[config.mk]
export PLATFORM = sky130hd
export DESIGN_NAME = gpio_reg_gen2_flat
export DESIGN_NICKNAME = d
export VERILOG_FILES = /design/src/rtl/gpio_reg_gen2_pkg.sv /design/src/rtl/gpio_reg_gen2_if.sv /design/src/rtl/gpio_reg_gen2_deb_cell.sv /design/src/rtl/gpio_reg_gen2.sv /design/src/flat_wrapper.sv
export SDC_FILE = /design/constraint.sdc
export NUM_CORES = 1
export LEC_CHECK = 0
export CORE_MARGIN = 3
export CORE_UTILIZATION = 51
export CTS_CLUSTER_SIZE = 24
export DETAILED_ROUTE_END_ITERATION = 16
export PLACE_DENSITY_LB_ADDON = 0.2
export SYNTH_ARGS = -nofsm -noshare
export SYNTH_HDL_FRONTEND = slang
export SYNTH_SLANG_ARGS = --single-unit
[constraint.sdc]
create_clock -name mclk -period 14.06 [get_ports mclk]
set_input_delay 2.109 -clock mclk [delete_from_list [all_inputs] [get_ports mclk]]
set_output_delay 2.109 -clock mclk [all_outputs]
set_load 0.05 [all_outputs]
[src/rtl/gpio_reg_gen2_pkg.sv]
// rtl/gpio_reg_gen2_pkg.sv - gpio_pkg: register map offsets and byte-enable helper
package gpio_pkg;

  localparam logic [3:0] GPIO_ADDR_DIR      = 4'd0;
  localparam logic [3:0] GPIO_ADDR_OTYPE    = 4'd1;
  localparam logic [3:0] GPIO_ADDR_IN       = 4'd2;
  localparam logic [3:0] GPIO_ADDR_OUT      = 4'd3;
  localparam logic [3:0] GPIO_ADDR_OUT_SET  = 4'd4;
  localparam logic [3:0] GPIO_ADDR_OUT_CLR  = 4'd5;
  localparam logic [3:0] GPIO_ADDR_OUT_TGL  = 4'd6;
  localparam logic [3:0] GPIO_ADDR_INT_STAT = 4'd7;
  localparam logic [3:0] GPIO_ADDR_INT_SET  = 4'd8;
  localparam logic [3:0] GPIO_ADDR_INT_MASK = 4'd9;
  localparam logic [3:0] GPIO_ADDR_POS_SEL  = 4'd10;
  localparam logic [3:0] GPIO_ADDR_NEG_SEL  = 4'd11;
  localparam logic [3:0] GPIO_ADDR_LVL_SEL  = 4'd12;
  localparam logic [3:0] GPIO_ADDR_DEB_CFG  = 4'd13;
  localparam int         GPIO_MAP_SIZE      = 16;

  function automatic logic [31:0] be2mask(input logic [3:0] be);
    logic [31:0] m;
    for (int i = 0; i < 4; i++) m[i*8 +: 8] = {8{be[i]}};
    return m;
  endfunction

endpackage

[src/rtl/gpio_reg_gen2_if.sv]
// rtl/gpio_reg_gen2_if.sv - register bus between pinmux decoder (master) and GPIO block (slave)
interface gpio_reg_gen2_if;
  logic        reg_cs;
  logic        reg_wr;
  logic [3:0]  reg_addr;
  logic [31:0] reg_wdata;
  logic [3:0]  reg_be;
  logic [31:0] reg_rdata;
  logic        reg_ack;

  modport master (output reg_cs, reg_wr, reg_addr, reg_wdata, reg_be,
                  input  reg_rdata, reg_ack);
  modport slave  (input  reg_cs, reg_wr, reg_addr, reg_wdata, reg_be,
                  output reg_rdata, reg_ack);
endinterface

[src/rtl/gpio_reg_gen2_deb_cell.sv]
// rtl/gpio_reg_gen2_deb_cell.sv - gpio_deb_cell: one-pin debouncer, filt follows sync_i after cfg_i+1 stable cycles
module gpio_deb_cell #(
  parameter int CNT_WD = 8
) (
  input  logic              mclk,
  input  logic              h_reset,
  input  logic              sync_i,
  input  logic [CNT_WD-1:0] cfg_i,
  output logic              filt_o
);

  logic              filt_q, filt_d;
  logic [CNT_WD-1:0] cnt_q, cnt_d;

  // Counter reloads whenever input agrees with filt, so a new cfg_i is picked up on restart.
  always_comb begin
    filt_d = filt_q;
    cnt_d  = cnt_q;
    if (sync_i == filt_q) begin
      cnt_d = cfg_i;
    end else if (cnt_q == '0) begin
      filt_d = sync_i;
      cnt_d  = cfg_i;
    end else begin
      cnt_d = cnt_q - 1'b1;
    end
  end

  always_ff @(posedge mclk or posedge h_reset) begin
    if (h_reset) begin
      filt_q <= 1'b0;
      cnt_q  <= '0;
    end else begin
      filt_q <= filt_d;
      cnt_q  <= cnt_d;
    end
  end

  assign filt_o = filt_q;

endmodule

[src/rtl/gpio_reg_gen2.sv]
// rtl/gpio_reg_gen2.sv - GPIO register block: out/dir/open-drain, input sync+filter, edge/level interrupts
// Optional per-pin debounce selected by GPIO_DEBOUNCE_EN.
module gpio_reg_gen2
  import gpio_pkg::*;
#(
  parameter int GPIO_WD     = 32,
  parameter int SYNC_STAGES = 2,
  parameter int DEB_CNT_WD  = 8
) (
  input  logic               mclk,
  input  logic               h_reset,
  gpio_reg_gen2_if.slave     bus,
  input  logic [GPIO_WD-1:0] gpio_in_data,
  output logic [GPIO_WD-1:0] gpio_out_data,
  output logic [GPIO_WD-1:0] gpio_out_en,
  output logic [GPIO_WD-1:0] gpio_int_stat,
  output logic               gpio_intr
);

  if (GPIO_WD < 1 || GPIO_WD > 32 || SYNC_STAGES < 2 || SYNC_STAGES > 3 ||
      DEB_CNT_WD < 1 || DEB_CNT_WD > 32) begin : g_bad_param
    $error("gpio_reg_gen2: parameter out of range");
  end

  logic               ack_q;
  logic [31:0]        rdata_q, rdata_d;
  logic               access, wr_en;
  logic [31:0]        be_mask;
  logic [GPIO_WD-1:0] wmask, wbits, w1c, w1s, evt;
  logic [GPIO_WD-1:0] dir_q, dir_d, otype_q, otype_d, out_q, out_d, stat_q, stat_d;
  logic [GPIO_WD-1:0] mask_q, mask_d, pos_q, pos_d, neg_q, neg_d, lvl_q, lvl_d;
  logic [GPIO_WD-1:0] sync_q [SYNC_STAGES];
  logic [GPIO_WD-1:0] filt, filt_dly_q;
  logic [31:0]        deb_rd;

  // One commit per access: the ack cycle itself masks a still-asserted reg_cs.
  assign access  = bus.reg_cs & ~ack_q;
  assign wr_en   = access & bus.reg_wr;
  assign be_mask = be2mask(bus.reg_be);
  assign wmask   = be_mask[GPIO_WD-1:0];
  assign wbits   = bus.reg_wdata[GPIO_WD-1:0] & wmask;

`ifdef GPIO_DEBOUNCE_EN
  logic [DEB_CNT_WD-1:0] deb_cfg_q, deb_cfg_d;

  always_comb begin
    deb_cfg_d = deb_cfg_q;
    if (wr_en && bus.reg_addr == GPIO_ADDR_DEB_CFG)
      deb_cfg_d = (deb_cfg_q & ~be_mask[DEB_CNT_WD-1:0]) |
                  (bus.reg_wdata[DEB_CNT_WD-1:0] & be_mask[DEB_CNT_WD-1:0]);
  end

  always_ff @(posedge mclk or posedge h_reset) begin
    if (h_reset) deb_cfg_q <= '0;
    else         deb_cfg_q <= deb_cfg_d;
  end

  for (genvar g = 0; g < GPIO_WD; g++) begin : g_deb
    gpio_deb_cell #(.CNT_WD(DEB_CNT_WD)) u_cell (
      .mclk    (mclk),
      .h_reset (h_reset),
      .sync_i  (sync_q[SYNC_STAGES-1][g]),
      .cfg_i   (deb_cfg_q),
      .filt_o  (filt[g])
    );
  end
  assign deb_rd = 32'(deb_cfg_q);
`else
  logic [GPIO_WD-1:0] filt_q;

  always_ff @(posedge mclk or posedge h_reset) begin
    if (h_reset) filt_q <= '0;
    else         filt_q <= sync_q[SYNC_STAGES-1];
  end
  assign filt   = filt_q;
  assign deb_rd = '0;
`endif

  assign evt = (lvl_q & ((pos_q & filt) | (neg_q & ~filt))) |
               (~lvl_q & ((pos_q & filt & ~filt_dly_q) | (neg_q & ~filt & filt_dly_q)));

  always_comb begin
    dir_d   = dir_q;
    otype_d = otype_q;
    out_d   = out_q;
    mask_d  = mask_q;
    pos_d   = pos_q;
    neg_d   = neg_q;
    lvl_d   = lvl_q;
    w1c     = '0;
    w1s     = '0;
    if (wr_en) begin
      case (bus.reg_addr)
        GPIO_ADDR_DIR:      dir_d   = (dir_q & ~wmask) | wbits;
        GPIO_ADDR_OTYPE:    otype_d = (otype_q & ~wmask) | wbits;
        GPIO_ADDR_OUT:      out_d   = (out_q & ~wmask) | wbits;
        GPIO_ADDR_OUT_SET:  out_d   = out_q | wbits;
        GPIO_ADDR_OUT_CLR:  out_d   = out_q & ~wbits;
        GPIO_ADDR_OUT_TGL:  out_d   = out_q ^ wbits;
        GPIO_ADDR_INT_STAT: w1c     = wbits;
        GPIO_ADDR_INT_SET:  w1s     = wbits;
        GPIO_ADDR_INT_MASK: mask_d  = (mask_q & ~wmask) | wbits;
        GPIO_ADDR_POS_SEL:  pos_d   = (pos_q & ~wmask) | wbits;
        GPIO_ADDR_NEG_SEL:  neg_d   = (neg_q & ~wmask) | wbits;
        GPIO_ADDR_LVL_SEL:  lvl_d   = (lvl_q & ~wmask) | wbits;
        default: ;
      endcase
    end
    // Set (hardware or W1S) wins over a same-cycle clear.
    stat_d = (stat_q & ~w1c) | evt | w1s;
  end

  always_comb begin
    rdata_d = '0;
    case (bus.reg_addr)
      GPIO_ADDR_DIR:      rdata_d = 32'(dir_q);
      GPIO_ADDR_OTYPE:    rdata_d = 32'(otype_q);
      GPIO_ADDR_IN:       rdata_d = 32'(filt);
      GPIO_ADDR_OUT, GPIO_ADDR_OUT_SET,
      GPIO_ADDR_OUT_CLR, GPIO_ADDR_OUT_TGL:   rdata_d = 32'(out_q);
      GPIO_ADDR_INT_STAT, GPIO_ADDR_INT_SET:  rdata_d = 32'(stat_q);
      GPIO_ADDR_INT_MASK: rdata_d = 32'(mask_q);
      GPIO_ADDR_POS_SEL:  rdata_d = 32'(pos_q);
      GPIO_ADDR_NEG_SEL:  rdata_d = 32'(neg_q);
      GPIO_ADDR_LVL_SEL:  rdata_d = 32'(lvl_q);
      GPIO_ADDR_DEB_CFG:  rdata_d = deb_rd;
      default: ;
    endcase
  end

  always_ff @(posedge mclk or posedge h_reset) begin
    if (h_reset) begin
      ack_q      <= 1'b0;
      rdata_q    <= '0;
      dir_q      <= '0;
      otype_q    <= '0;
      out_q      <= '0;
      stat_q     <= '0;
      mask_q     <= '0;
      pos_q      <= '0;
      neg_q      <= '0;
      lvl_q      <= '0;
      filt_dly_q <= '0;
      for (int i = 0; i < SYNC_STAGES; i++) sync_q[i] <= '0;
    end else begin
      ack_q      <= access;
      if (access) rdata_q <= rdata_d;
      dir_q      <= dir_d;
      otype_q    <= otype_d;
      out_q      <= out_d;
      stat_q     <= stat_d;
      mask_q     <= mask_d;
      pos_q      <= pos_d;
      neg_q      <= neg_d;
      lvl_q      <= lvl_d;
      filt_dly_q <= filt;
      sync_q[0]  <= gpio_in_data;
      for (int i = 1; i < SYNC_STAGES; i++) sync_q[i] <= sync_q[i-1];
    end
  end

  assign bus.reg_rdata  = rdata_q;
  assign bus.reg_ack    = ack_q;
  assign gpio_out_data  = out_q;
  assign gpio_out_en    = dir_q & (~otype_q | ~out_q);
  assign gpio_int_stat  = stat_q;
  assign gpio_intr      = |(stat_q & mask_q);

endmodule
[src/flat_wrapper.sv]
// flat-port wrapper written by rule: the top's interface ports become plain ports
module gpio_reg_gen2_flat import gpio_pkg::*;
#(
  parameter int GPIO_WD     = 32,
  parameter int SYNC_STAGES = 2,
  parameter int DEB_CNT_WD  = 8
)
  (mclk, h_reset, gpio_in_data, gpio_out_data, gpio_out_en, gpio_int_stat, gpio_intr, bus_reg_cs, bus_reg_wr, bus_reg_addr, bus_reg_wdata, bus_reg_be, bus_reg_rdata, bus_reg_ack);
  gpio_reg_gen2_if bus_i ();
  input  logic mclk;
  input  logic h_reset;
  input  logic [GPIO_WD-1:0] gpio_in_data;
  output logic [GPIO_WD-1:0] gpio_out_data;
  output logic [GPIO_WD-1:0] gpio_out_en;
  output logic [GPIO_WD-1:0] gpio_int_stat;
  output logic gpio_intr;
  input wire logic [$bits(bus_i.reg_cs)-1:0] bus_reg_cs;
  input wire logic [$bits(bus_i.reg_wr)-1:0] bus_reg_wr;
  input wire logic [$bits(bus_i.reg_addr)-1:0] bus_reg_addr;
  input wire logic [$bits(bus_i.reg_wdata)-1:0] bus_reg_wdata;
  input wire logic [$bits(bus_i.reg_be)-1:0] bus_reg_be;
  output wire logic [$bits(bus_i.reg_rdata)-1:0] bus_reg_rdata;
  output wire logic [$bits(bus_i.reg_ack)-1:0] bus_reg_ack;
  assign bus_i.reg_cs = bus_reg_cs;
  assign bus_i.reg_wr = bus_reg_wr;
  assign bus_i.reg_addr = bus_reg_addr;
  assign bus_i.reg_wdata = bus_reg_wdata;
  assign bus_i.reg_be = bus_reg_be;
  assign bus_reg_rdata = bus_i.reg_rdata;
  assign bus_reg_ack = bus_i.reg_ack;
  gpio_reg_gen2 #(.GPIO_WD(GPIO_WD), .SYNC_STAGES(SYNC_STAGES), .DEB_CNT_WD(DEB_CNT_WD)) u_core (.mclk(mclk), .h_reset(h_reset), .bus(bus_i), .gpio_in_data(gpio_in_data), .gpio_out_data(gpio_out_data), .gpio_out_en(gpio_out_en), .gpio_int_stat(gpio_int_stat), .gpio_intr(gpio_intr));
endmodule
Yosys cells after proc, flatten, opt, wreduce, memory -nomap -nowiden
Cells that the tools add are included.
Widths: inputs -> output; s select.
{"block": "word_totals", "input_bits": 76, "register_bits": 417, "elab_cells": 88, "out_inout_bits": 130}
{"block": "op_classes", "bitwise": 44, "mux": 6, "n_eq_ne": 12, "n_reduce_logical": 12}
{"cell": "$and 32x32->32", "count": 18}
{"cell": "$or 32x32->32", "count": 14}
{"cell": "$pmux 32 s9", "count": 1}
{"cell": "$not 32->32", "count": 8}
{"cell": "$mux 32", "count": 4}
{"cell": "$pmux 32 s4", "count": 1}
{"cell": "$reduce_or 32->1", "count": 1}
{"cell": "$xor 32x32->32", "count": 1}
{"cell": "$eq 4x4->1 const B", "count": 5}
{"cell": "$eq 4x3->1 const B", "count": 4}
{"cell": "$reduce_and 2->1", "count": 7}
{"cell": "$eq 4x2->1 const B", "count": 2}
{"cell": "$eq 4x1->1 const B", "count": 1}
{"cell": "$logic_not 4->1", "count": 1}
{"cell": "$reduce_bool 4->1", "count": 1}
{"cell": "$reduce_or 4->1", "count": 1}
{"cell": "$and 1x1->1", "count": 2}
{"cell": "$reduce_or 2->1", "count": 1}
{"cell": "$not 1->1", "count": 1}

Longest topological paths before layout
{"block": "logic_depth", "depth_word": 8, "ltp_mapped": 9, "ltp_nobuf": 5}

Worst setup path after synthesis
Ideal clock, no wire load.
{"block": "synth_timing", "path_type": "register to output", "from": "reg u_core.out_q[23] (netlist: u_core.gpio_out_data[23])", "to": "out gpio_out_en[23]", "path_stages_with_launch": 2, "path_slack_ps": 10150, "required_time_ps": 11951, "t_arrival_ps": 1801, "path_buffers": 0, "cell_sequence": "dfrtp_1 > a21boi_0"}
{"block": "synth_between", "elab_chain_len": 3}
{"item": "start: declaration", "line": "gpio_reg_gen2.sv:30", "rtl": "logic [GPIO_WD-1:0] dir_q, dir_d, otype_q, otype_d, out_q, out_d, stat_q, stat_d;"}
{"item": "start signal: assignment", "line": "gpio_reg_gen2.sv:150", "rtl": "out_q <= out_d;"}
{"item": "$not 32->32", "line": "gpio_reg_gen2.sv:165", "rtl": "assign gpio_out_en = dir_q & (~otype_q | ~out_q);"}
{"item": "$or 32x32->32", "line": "gpio_reg_gen2.sv:165"}
{"item": "$and 32x32->32", "line": "gpio_reg_gen2.sv:165"}
{"item": "end: declaration", "line": "flat_wrapper.sv:14", "rtl": "output logic [GPIO_WD-1:0] gpio_out_en;"}
No other way between the ends.

Worst setup path in the final report
{"block": "layout_timing", "from": "reg u_core.stat_q[7] (netlist: u_core.gpio_int_stat[7])", "to": "out gpio_intr"}
{"block": "layout_between", "elab_chain_len": 2}
{"item": "start: declaration", "line": "gpio_reg_gen2.sv:30"}
{"item": "start signal: assignment", "line": "gpio_reg_gen2.sv:151", "rtl": "stat_q <= stat_d;"}
{"item": "$and 32x32->32", "line": "gpio_reg_gen2.sv:167", "rtl": "assign gpio_intr = |(stat_q & mask_q);"}
{"item": "$reduce_or 32->1", "line": "gpio_reg_gen2.sv:167"}
{"item": "end: declaration", "line": "flat_wrapper.sv:16", "rtl": "output logic gpio_intr;"}
No other way between the ends.

==> out/metrics.yaml <==
run_status:
  outcome: "finished clean"
clocking:
  hold_buffers: 0
  root_buffer: "clkbuf_16"
  clk_path_buf_depth: 3
  cts_sinks: 417
  clk_pin_slew_worst_paths_ns: 0.06
  cts_tree: "yes"
  cts_buffers: 44
  post_cts_buffers: 0
  cts_resized: 0
  htree_levels: 2
  insertion_delay_ns: 0.56
floorplanning:
  initial_core_util_pct: 52.5
  core-area_mm2: 0.0361
  num_io_pins: 206
  die_area_mm2: 0.0395
  row_count: 69
  fp.dieW_um: 199
  die_h_um: 199
global_route:
  grt_max_degree: 129
  grt_use_met1_pct: 42.7
  gr-max-usage-layer: "met2"
  grt_pass1_wl_um: 89300
  grt.total_usage_pct: 30.0
  antenna_found_initial: 1
  grt_remaining_overflow: 0
  grt_pass1_vias: 14200
  met2_usage_pct: 45.9
  met3_usage_pct: 5.18
worst_setup_path:
  worst-r2r-cell-count: 5
  critPathMaxFanout: 4
  startpoint_type: "flop"
  crit_slowest_cell: "clkdlybuf4s50_1"
  crit_chain: "a22oi_1 > nand4_1 > or4_1 > clkdlybuf4s50_1"
  r2r-start: "u_core.bus.reg_ack"
  arrival_ns: 2.98
  cp-end-kind: "output pin"
  crit_type: "reg -> out"
  r2r-end: "u_core.gpio_int_stat[22]"
  r2r_slack_ns: 10.96
  critPathMaxStageDelay_ns: 0.75
  required_ns: 11.95
yosys:
  synth_xor_area_share_pct: 1.48
  synthDistinctLibCells: 70
  synth.top_cells.by_count: "dfrtp_1, mux2_2, mux2i_1, nand2_1, o21ai_0"
  synth-seq-cells: 417
  synthesis.area_mm2: 0.0189
  ys_warn_count: 0
  synthArstFlopShare_pct: 100
  netlist.area_leader.share_pct: 55.1
  yosys-top-cells-area: "dfrtp_1, mux2_2, mux2i_1, ha_1, o2bb2ai_1"
  synth_edf_count: 0
  synth.most_common_cell: "dfrtp_1"
  yosysTopAreaCell: "dfrtp_1"
  synth_nets: 1589
  syn_area_per_cell_um2: 12.8
  synth_fa_ha_area_share_pct: 2.11
  syn_inst: 1481
  yosysSeqAreaShare_pct: 55.1
  synthFlopType: "dfrtp_1"
  synth_top_family_by_area: "compound AO/OA/AOI/OAI gates"
  synth.mux.area_fraction_pct: 15.1
  synthSimpleGateAreaFrac_pct: 6.09
  synth_compound_area_share_pct: 16.7
pwr:
  power.density_mw_per_mm2: 148
  p_int_uw: 2310
  vdd_drop_max_v: 0.0000995
  clockPowerShare_pct: 35.0
  combPwrFrac_pct: 21.3
  p_seq_share_pct: 43.8
  power_leakage_uw: 0.00982
  switching_share_pct: 31.6
  p_sw_uw: 1060
placed_design:
  port_buffers: 205
  place_hpwl_um: 38800
  gp_congestion: 0.885
timing:
  fin_hold_ws_ns: 0.343
  fin_skew_ns: 0.0219
  setup_violations: 0
  post-route-period-util_pct: 36.2
  rsz0062_at_grt: "false"
  slew_violations: 0
  timing.fmax_mhz: 196
  maxSlewHeadroom_pct: 12.4
  hold_violations: 0
  tightest_slew_ns: 1.31
  setup_tns_ns: 0
  min_period_ns: 5.09
drt:
  drc: 0
  viasPerCell: 6.62
  wl_um: 60000
  ant_nets: 0
  initialDrtViolationCount: 1751
  post_drt_wl_per_cell_um: 27.7
  firstDrtPassIters: 9
  vias: 14300
finish:
  ff_latch_area_mm2: 0.0104
  num-fill-cells: 2785
  area_growth_pct: 20.3
  multi_input_area_mm2: 0.00793
  drive_gt1_share_pct: 19.8
  fin_nets: 1779
  diodes: 0
run:
  maxCapViolations: 0
worst_hold_path:
  holdPathStages: 0
  hold_path_end: "u_core.sync_q[0]"
  worst_hold_path_type: "reg -> reg"
  hold_start: "u_core.sync_q[32]"
-- power by group through the flow --
stage / registers [µW] / clock network (µW) / logic, µW
floorplan: 1610 / 0 / 304
global placement: 1490 / 0 / 701
detailed placement: 1490 / 0 / 713
CTS: 1470 / 1190 / 717
global route: 1490 / 1240 / 761
finish: 1470 / 1180 / 717
-- critical path: cells and delay by family, from the launching register on --
kind | cells | cell delay [ns]
AOI/OAI and AO/OA | 1 | 0.47
buffers and inverters | 1 | 0.75
DFF | 1 | 0.42
and+or+nand+nor | 2 | 0.77
-- worst max path at each step --
| stage | start | to | slack [ns] | cells after the start |
|---|---|---|---|---|
| after floorplan | h_reset | asynchronous set/reset pin | 0.34 | 1 |
| after global placement | bus_reg_addr[2] | u_core.bus.reg_rdata[0] | 8.85 | 6 |
| after detailed placement | bus_reg_addr[2] | u_core.gpio_int_stat[22] | 8.77 | 7 |
| after CTS | u_core.gpio_int_stat[7] | gpio_intr | 9.01 | 4 |
| after global routing | u_core.gpio_int_stat[7] | gpio_intr | 8.99 | 4 |
| final | u_core.gpio_int_stat[7] | gpio_intr | 8.97 | 4 |
-- layer usage --
metal  up-vias  routed length, µm
met2       840              27200
met3       181               5680
met4         2               2590
met5         -                 13
li1       5997                  -
met1      7310              24500
-- logic make-up (layout without fill, tap and decap cells) --
group | count (synthesis) | count (layout)
compound gates | 431 | 431
flops | 417 | 417
mux | 262 | 262
simple gates | 185 | 185
buf+inv | 122 | 344
fa+ha+maj | 32 | 32
xor+xnor | 32 | 32
-- cells in the final DEF, fill, tap and decap left out, types with 11 or more instances in the layout --
cell / netlist / routed
clkdlybuf4s50_1: 0 / 202
o2bb2ai_1: 44 / 44
inv_1: 36 / 35
nor2_1: 35 / 35
dfrtp_1: 417 / 417
a22oi_1: 33 / 33
nand2_1: 58 / 57
a21oi_1: 32 / 32
o221ai_1: 32 / 32
buf_4: 10 / 25
o211ai_1: 12 / 12
a222oi_1: 12 / 12
xor2_1: 32 / 32
clkbuf_16: 0 / 45
a31oi_1: 44 / 43
mux2_2: 188 / 188
a21boi_0: 32 / 32
mux2i_1: 70 / 70
o21ai_0: 58 / 58
clkbuf_8: 0 / 16
o22ai_1: 41 / 41
a22o_1: 35 / 35
nor2_2: 11 / 11
a221o_1: 24 / 24
ha_1: 32 / 32
-- per-stage QoR --
step	cell area [µm²]	setup slack (ns)	util, %	total power, µW	instances
6_report	22800	8.97	63.1	3370	2164
5_1_grt	22800	8.99	63.1	3490	2164
4_1_cts	22800	9.01	63.1	3380	2164
3_5_place_dp	21300	8.77	59.0	2200	2086
3_3_place_gp	21300	8.85	59.0	2190	2086
2_1_floorplan	18900	0.345	-	1920	1481
-- layout make-up --
| type | instances | area share (%) |
|---|---|---|
| Sequential cell | 417 | 45.8 |
| Multi-Input combinational cell | 942 | 34.8 |
| Clock inverter | 9 | 0.428 |
| Clock buffer | 69 | 6.04 |
| Timing Repair Buffer | 230 | 9.76 |
| Inverter | 36 | 0.626 |
| Tap cell | 461 | 2.53 |
No activity file was read; power rests on OpenSTA's default activity.
